File: src/rtl/mmio_coin_hub_if.sv
// ---------------------------------------------------------------------------
// mmio_coin_hub_if
// Processor data-memory port as seen by the coin-machine IO hub.
//   addr  : 12-bit word address (master -> hub)
//   wren  : write enable       (master -> hub)
//   wdata : write data         (master -> hub)
//   rdata : read data, combinational from addr (hub -> master)
//   hit   : addr falls inside the hub's 32-word window (hub -> master)
// ---------------------------------------------------------------------------
interface mmio_coin_hub_if;
    logic [11:0] addr;
    logic        wren;
    logic [31:0] wdata;
    logic [31:0] rdata;
    logic        hit;

    modport master (output addr, output wren, output wdata, input rdata, input hit);
    modport slave  (input addr, input wren, input wdata, output rdata, output hit);
endinterface

File: src/rtl/mmio_coin_hub.sv
// ---------------------------------------------------------------------------
// mmio_coin_hub
// Memory-mapped IO hub for the coin machine: synchronises and debounces the
// beam-break sensors, counts coin events per channel, keeps sticky pending
// flags with a maskable interrupt, and holds the output registers that feed
// the seven-segment / LED logic.
//
// Ports:
//   i_clock    : system clock
//   i_reset    : asynchronous, active-low reset
//   i_beam_in  : raw sensor inputs, low = beam broken
//   bus        : processor data port (mmio_coin_hub_if.slave)
//   o_out_regs : output registers, register k at [32k+31:32k]
//   o_irq      : registered OR of (pending & mask)
//
// Word map (offset from BASE_ADDR):
//   0..NUM_CH-1   debounced broken level (bit 0), read only
//   8..8+NUM_CH-1 event counter, any write clears
//   16            pending flags, write-1-to-clear
//   17            interrupt mask
//   18            running coin total (MMIO_COIN_TOTAL_EN only, else 0)
//   24..24+NUM_OUT-1 output registers
//
// Optional feature macro: MMIO_COIN_TOTAL_EN (adds CH_WEIGHTS and the
// weighted, saturating running total at offset 18).
// ---------------------------------------------------------------------------
module mmio_coin_hub #(
    parameter int          NUM_CH          = 4,
    parameter int          NUM_OUT         = 4,
    parameter int          CNT_W           = 16,
    parameter int          DEBOUNCE_CYCLES = 30000,
    parameter logic [11:0] BASE_ADDR       = 12'd0
`ifdef MMIO_COIN_TOTAL_EN
    ,
    parameter logic [NUM_CH*8-1:0] CH_WEIGHTS = {8'd25, 8'd10, 8'd5, 8'd1}
`endif
) (
    input  logic                   i_clock,
    input  logic                   i_reset,
    input  logic [NUM_CH-1:0]      i_beam_in,
    mmio_coin_hub_if.slave         bus,
    output logic [NUM_OUT*32-1:0]  o_out_regs,
    output logic                   o_irq
);

    localparam int DB_W = (DEBOUNCE_CYCLES > 1) ? $clog2(DEBOUNCE_CYCLES) : 1;

    // r_db holds the debounced line level: 1 = not broken
    logic [NUM_CH-1:0]  r_sync1;
    logic [NUM_CH-1:0]  r_sync2;
    logic [NUM_CH-1:0]  r_db;
    logic [DB_W-1:0]    r_db_cnt [NUM_CH];
    logic [CNT_W-1:0]   r_cnt    [NUM_CH];
    logic [NUM_CH-1:0]  r_pend;
    logic [NUM_CH-1:0]  r_mask;
    logic [NUM_OUT*32-1:0] r_out;
    logic               r_irq;

    logic [11:0]        w_off;
    logic [4:0]         w_idx;
    logic               w_wr;
    logic [NUM_CH-1:0]  w_flip;
    logic [NUM_CH-1:0]  w_evt;
    logic [NUM_CH-1:0]  w_cnt_clr;
    logic [NUM_CH-1:0]  w_pend_next;
    logic [NUM_CH-1:0]  w_mask_next;
    logic [31:0]        w_rdata;

    assign w_off   = bus.addr - BASE_ADDR;
    assign bus.hit = (bus.addr >= BASE_ADDR) && (w_off[11:5] == 7'd0);
    assign w_idx   = w_off[4:0];
    assign w_wr    = bus.wren && bus.hit;

    // A flip happens on the edge where the line has differed for
    // DEBOUNCE_CYCLES consecutive samples; an event is a flip to broken.
    always_comb begin
        w_flip    = '0;
        w_evt     = '0;
        w_cnt_clr = '0;
        for (int i = 0; i < NUM_CH; i++) begin
            w_flip[i]    = (r_sync2[i] != r_db[i]) &&
                           (r_db_cnt[i] == DB_W'(DEBOUNCE_CYCLES - 1));
            w_evt[i]     = w_flip[i] && r_db[i];
            w_cnt_clr[i] = w_wr && (w_idx == 5'(8 + i));
        end
    end

    // Events win over a same-cycle W1C so no coin is lost
    assign w_pend_next = (r_pend & ~((w_wr && w_idx == 5'd16) ? bus.wdata[NUM_CH-1:0]
                                                               : {NUM_CH{1'b0}}))
                         | w_evt;
    assign w_mask_next = (w_wr && w_idx == 5'd17) ? bus.wdata[NUM_CH-1:0] : r_mask;

    always_ff @(posedge i_clock or negedge i_reset) begin
        if (!i_reset) begin
            r_sync1 <= '1;
            r_sync2 <= '1;
            r_db    <= '1;
            for (int i = 0; i < NUM_CH; i++) begin
                r_db_cnt[i] <= '0;
                r_cnt[i]    <= '0;
            end
            r_pend  <= '0;
            r_mask  <= '0;
            r_out   <= '0;
            r_irq   <= 1'b0;
        end else begin
            r_sync1 <= i_beam_in;
            r_sync2 <= r_sync1;
            for (int i = 0; i < NUM_CH; i++) begin
                if (r_sync2[i] == r_db[i]) begin
                    r_db_cnt[i] <= '0;
                end else if (w_flip[i]) begin
                    r_db[i]     <= r_sync2[i];
                    r_db_cnt[i] <= '0;
                end else begin
                    r_db_cnt[i] <= r_db_cnt[i] + 1'b1;
                end

                if (w_cnt_clr[i]) begin
                    r_cnt[i] <= w_evt[i] ? CNT_W'(1) : '0;
                end else if (w_evt[i] && (r_cnt[i] != {CNT_W{1'b1}})) begin
                    r_cnt[i] <= r_cnt[i] + 1'b1;
                end
            end
            r_pend <= w_pend_next;
            r_mask <= w_mask_next;
            r_irq  <= |(w_pend_next & w_mask_next);
            for (int k = 0; k < NUM_OUT; k++) begin
                if (w_wr && (w_idx == 5'(24 + k))) begin
                    r_out[k*32 +: 32] <= bus.wdata;
                end
            end
        end
    end

`ifdef MMIO_COIN_TOTAL_EN
    logic [31:0] r_total;
    logic [31:0] w_add;
    logic [32:0] w_sum;
    logic        w_tot_clr;

    always_comb begin
        w_add = '0;
        for (int i = 0; i < NUM_CH; i++) begin
            if (w_evt[i]) begin
                w_add = w_add + 32'(CH_WEIGHTS[i*8 +: 8]);
            end
        end
    end

    assign w_sum     = {1'b0, r_total} + {1'b0, w_add};
    assign w_tot_clr = w_wr && (w_idx == 5'd18);

    always_ff @(posedge i_clock or negedge i_reset) begin
        if (!i_reset) begin
            r_total <= '0;
        end else if (w_tot_clr) begin
            r_total <= w_add;
        end else if (w_sum[32]) begin
            r_total <= '1;
        end else begin
            r_total <= w_sum[31:0];
        end
    end
`endif

    always_comb begin
        w_rdata = '0;
        if (bus.hit) begin
            for (int i = 0; i < NUM_CH; i++) begin
                if (w_idx == 5'(i)) begin
                    w_rdata[0] = ~r_db[i];
                end
                if (w_idx == 5'(8 + i)) begin
                    w_rdata[CNT_W-1:0] = r_cnt[i];
                end
            end
            if (w_idx == 5'd16) begin
                w_rdata[NUM_CH-1:0] = r_pend;
            end
            if (w_idx == 5'd17) begin
                w_rdata[NUM_CH-1:0] = r_mask;
            end
`ifdef MMIO_COIN_TOTAL_EN
            if (w_idx == 5'd18) begin
                w_rdata = r_total;
            end
`endif
            for (int k = 0; k < NUM_OUT; k++) begin
                if (w_idx == 5'(24 + k)) begin
                    w_rdata = r_out[k*32 +: 32];
                end
            end
        end
    end

    assign bus.rdata  = w_rdata;
    assign o_out_regs = r_out;
    assign o_irq      = r_irq;

endmodule

File: src/flat_wrapper.sv
// flat-port wrapper written by rule: the top's interface ports become plain ports
module mmio_coin_hub_flat 
#(
    parameter int          NUM_CH          = 4,
    parameter int          NUM_OUT         = 4,
    parameter int          CNT_W           = 16,
    parameter int          DEBOUNCE_CYCLES = 30000,
    parameter logic [11:0] BASE_ADDR       = 12'd0

)
  (i_clock, i_reset, i_beam_in, o_out_regs, o_irq, bus_addr, bus_wren, bus_wdata, bus_rdata, bus_hit);
  mmio_coin_hub_if bus_i ();
  input  logic i_clock;
  input  logic i_reset;
  input  logic [NUM_CH-1:0] i_beam_in;
  output logic [NUM_OUT*32-1:0] o_out_regs;
  output logic o_irq;
  input wire logic [$bits(bus_i.addr)-1:0] bus_addr;
  input wire logic [$bits(bus_i.wren)-1:0] bus_wren;
  input wire logic [$bits(bus_i.wdata)-1:0] bus_wdata;
  output wire logic [$bits(bus_i.rdata)-1:0] bus_rdata;
  output wire logic [$bits(bus_i.hit)-1:0] bus_hit;
  assign bus_i.addr = bus_addr;
  assign bus_i.wren = bus_wren;
  assign bus_i.wdata = bus_wdata;
  assign bus_rdata = bus_i.rdata;
  assign bus_hit = bus_i.hit;
  mmio_coin_hub #(.NUM_CH(NUM_CH), .NUM_OUT(NUM_OUT), .CNT_W(CNT_W), .DEBOUNCE_CYCLES(DEBOUNCE_CYCLES), .BASE_ADDR(BASE_ADDR)) u_core (.i_clock(i_clock), .i_reset(i_reset), .i_beam_in(i_beam_in), .bus(bus_i), .o_out_regs(o_out_regs), .o_irq(o_irq));
endmodule
File: config.mk
export PLATFORM = sky130hd
export DESIGN_NAME = mmio_coin_hub_flat
export DESIGN_NICKNAME = d
export VERILOG_FILES = /design/src/rtl/mmio_coin_hub_if.sv /design/src/rtl/mmio_coin_hub.sv /design/src/flat_wrapper.sv
export SDC_FILE = /design/constraint.sdc
export NUM_CORES = 1
export LEC_CHECK = 0
export BUFFER_PORTS_ARGS = -buffer_cell sky130_fd_sc_hd__buf_2
export CAP_MARGIN = 20
export CORE_ASPECT_RATIO = 0.8
export CORE_UTILIZATION = 45
export CTS_CLUSTER_DIAMETER = 120
export DETAILED_ROUTE_END_ITERATION = 6
export HOLD_SLACK_MARGIN = 0.02
export PLACE_DENSITY = 0.68
export SETUP_SLACK_MARGIN = 0.3
export SYNTH_ARGS = -nofsm -noshare
export SYNTH_HDL_FRONTEND = slang
export SYNTH_SLANG_ARGS = --single-unit
File: constraint.sdc
create_clock -name i_clock -period 2.4 [get_ports i_clock]
set_input_delay 0 -clock i_clock [delete_from_list [all_inputs] [get_ports i_clock]]
set_output_delay 0 -clock i_clock [all_outputs]
set_load 0.02 [all_outputs]
==> impl_metrics.yaml <==
setup_path:
  crit_slowest_cell: "or4b_1"
  r2r_start: "u_core.r_db_cnt[19]$_DFF_PN0_"
  crit_chain: "or4b_1 -> or4_4 -> a311o_2 -> or4_1 -> nand2_1"
  required_ps: 2870
  critPathBufInv: 0
  cp_top_family: "simple AND/OR/NAND/NOR gates"
  start_kind: "flip-flop"
  endpoint: "u_core.r_cnt[23]$_DFFE_PN0P_"
  ff2ff_setup_slack_ps: 50
  critical_path_class: "flip-flop to flip-flop"
  cp_data_arrival_time_ps: 2830
  crit_fanout: 6
  cp.depth: 5
  critPathCaptureType: "flip-flop"
  ff2ff_path_depth: 5
  crit_path_start: "u_core.r_db_cnt[19]$_DFF_PN0_"
  worstReg2RegEnd: "u_core.r_cnt[23]$_DFFE_PN0P_"
  cpPeakStageDelay_ps: 510
timing:
  max_freq_mhz: 425
  relSlewSlack: 0.537
  fin_skew_ps: 12.7
  hold_viol_final: 0
  fin_ws_ps: 46.6
  slew_viol_final: 0
  setup_viol: 0
  hold_ws_ps: 92.4
  min_period_ps: 2350
  grt_setup_unrepaired: "yes"
  fin_crit_sh: 0.981
  worst_pin_slew_ps: 693
routing:
  routed_via_density: 5.79
  post_drt_wl_per_cell_um: 20.0
  finalWirelength_um: 41200
  dr.pass1.iters: 5
  num_vias: 11900
  route.antenna.remaining_nets: 0
  drc: 0
  drt_iter0_drc: 1186
layout:
  layout.nets: 1685
  fillers: 2508
  area_growth_pct: 29.0
  drive_above_1_share: 0.373
pwr:
  power.total_uw: 9840
  ir_drop_uv: 568
  power_leakage_uw: 0.00841
  power_density_nw_per_um2: 551
yosys:
  async_flop_share: 1.00
  netlist_area_um2: 13800
  synth_edf_count: 0
  synth_warnings: 0
  ys_types: 67
  postSynthAreaPerCell_um2: 10.5
  synth_cells: 1316
  ys_seq_area_frac: 0.495
  syn_nets: 1375
  ys_ff_latch: 273
  synth_flop_cell: "dfrtp_1"
cts:
  cts.htree.levels: 1
  cts.sinks: 273
  clk_pin_slew_ps: 70
  clock-root-buffer: "clkbuf_16"
  cts_buffer_depth: 3
  cts_buffers: 27
  cts_tree: "built"
  insertion_delay_ps: 540
floorplan:
  fp.dieH_um: 159
  die_x_um: 198
  io_pins: 213
  dieArea_um2: 31500
  rows: 57
  core_area_um2: 30300
  start_util: 0.456
grt:
  grt_pass1_wl_um: 64600
  first_global_vias: 11700
  grt_overflow: 0
  antenna_found_initial: 4
  grt_max_degree: 65
  track_usage: 0.259
place:
  hpwl_um: 27800
  place.gp.congestion: 0.918
  place_ws_ps: -60.5
  io_buffer_count: 212
run_status:
  status: "completed"
hold_path:
  worst_hold_path_type: "input pin to flip-flop"
job:
  drv_cap: 0
worst reg2reg max path, delay by kind of cell, from the launching register on:
family / cells / cell delay, ps
and+or+nand+nor: 4 / 1530
AOI/OAI and AO/OA: 1 / 390
DFF: 1 / 380
flip-flops by register name, summed over array words and instances, names as in the netlist:
name / count
u_core.r_sync2: 4
u_core.r_mask: 4
u_core.o_irq: 1
u_core.r_pend: 4
u_core.r_sync1: 4
u_core.r_cnt: 64
u_core.o_out_regs: 128
u_core.r_db: 4
u_core.r_db_cnt: 60
metrics by stage:
step / cells / setup TNS [ps] / instance area [µm²] / util
4_1_cts: 2045 / 0 / 17400 / 0.575
3_3_place_gp: 1935 / -97.1 / 15700 / 0.519
2_1_floorplan: 1316 / 0 / 13900 / -
5_1_grt: 2063 / -94.0 / 17900 / 0.589
6_report: 2063 / 0 / 17900 / 0.589
3_5_place_dp: 1935 / -219 / 15700 / 0.519
Yosys cell counts (8+ instances only):
cell type	count	area, µm²
dfrtp_1	261	6530
or3_1	44	275
o21ai_0	77	385
nor3_1	22	110
a211o_1	8	70.1
and4_1	10	87.6
a21oi_1	65	325
nand4_1	20	125
mux2_2	141	1590
o22ai_1	18	113
and3_1	22	138
nand2_1	85	319
or4_1	13	97.6
a22oi_1	9	67.6
nor2b_1	11	68.8
inv_1	24	90.1
nand3_1	55	275
o31ai_1	8	60.1
dfstp_2	12	315
mux2i_1	56	561
and2_1	8	50.1
buf_1	8	30.0
xor2_1	22	193
ha_1	8	100
xnor2_1	30	263
nor2_1	104	390
buf_2	10	50.1
o22a_1	16	140
clkbuf_1	49	184
worst min path at each step:
stage / startpoint / slack (ps) / endpoint / cells past startpoint
6_report: bus_addr[11] / 90 / u_core.r_pend[0]$_DFF_PN0_ / 6
4_1_cts: bus_addr[4] / 40 / u_core.r_cnt[33]$_DFFE_PN0P_ / 4
3_5_place_dp: i_reset / -20 / u_core.r_db_cnt[9]$_DFF_PN0_ / 1
5_1_grt: i_beam_in[0] / 100 / u_core.r_sync1[0]$_DFF_PN1_ / 2
2_1_floorplan: i_reset / -300 / u_core.o_irq$_DFF_PN0_ / 0
3_3_place_gp: i_reset / -20 / u_core.r_db_cnt[8]$_DFF_PN0_ / 1
layer usage:
metal | global-route usage | wire length (µm)
met3 | 0.0501 | 2900
met2 | 0.396 | 18700
met4 | 0.0803 | 1220
met5 | 0 | 0
met1 | 0.370 | 18400
layout by cell type, fill, tap and decap left out, types with 8 or more instances in the layout:
cell type / n
dfrtp_1: 249
buf_2: 210
mux2_2: 141
nor2_1: 100
nand2_1: 84
buf_4: 82
o21ai_0: 68
mux2i_1: 55
nand3_1: 51
a21oi_1: 49
dlygate4sd3_1: 40
or3_1: 35
xnor2_1: 30
clkbuf_16: 29
inv_1: 24
and3_1: 22
xor2_1: 22
nand4_1: 20
nor3_1: 18
o22ai_1: 18
o22a_1: 16
a21oi_2: 16
dfrtp_2: 12
dfstp_2: 12
nor2b_1: 11
a22oi_1: 9
or3_4: 9
clkbuf_8: 8
final cells by class:
cell class                 instances  area (µm²)  area share
sequential                       273        6860       0.384
timing repair buffer             347        2320       0.130
inverter                          25        93.8     0.00526
tap                              413         517      0.0289
clock buffer                      42         812      0.0455
antenna                            4        10.0    0.000561
multi-input combinational        952        7100       0.398
clock inverter                     7         141     0.00792
cell families (layout without fill, tap and decap cells):
kind of cell             Yosys count  in the layout  synth area share
AO/OA/AOI/OAI                    255            257             0.117
XOR/XNOR                          52             52            0.0329
adder cells (fa/ha/maj)            8              8           0.00723
buffers and inverters             93            421            0.0267
flip-flops                       273            273             0.495
multiplexers                     197            197             0.155
other                              0              4                 0
AND/OR/NAND/NOR                  438            438             0.166
power by group:
part | total [µW] | internal, µW | switching [µW]
Sequential | 4690 | 4650 | 40.2
Combinational | 600 | 230 | 370
Clock | 4550 | 2750 | 1800
Total | 9840 | 7630 | 2210
what timing repair did:
item,CTS,global route
gates resized for setup,35,76
hold buffers,40,0
endpoints found under the setup margin,54,73
pin swaps,44,44
gates cloned,4,2
hold endpoints to repair,407,0
setup buffers,17,11
No activity file was read; power rests on OpenSTA's default activity.
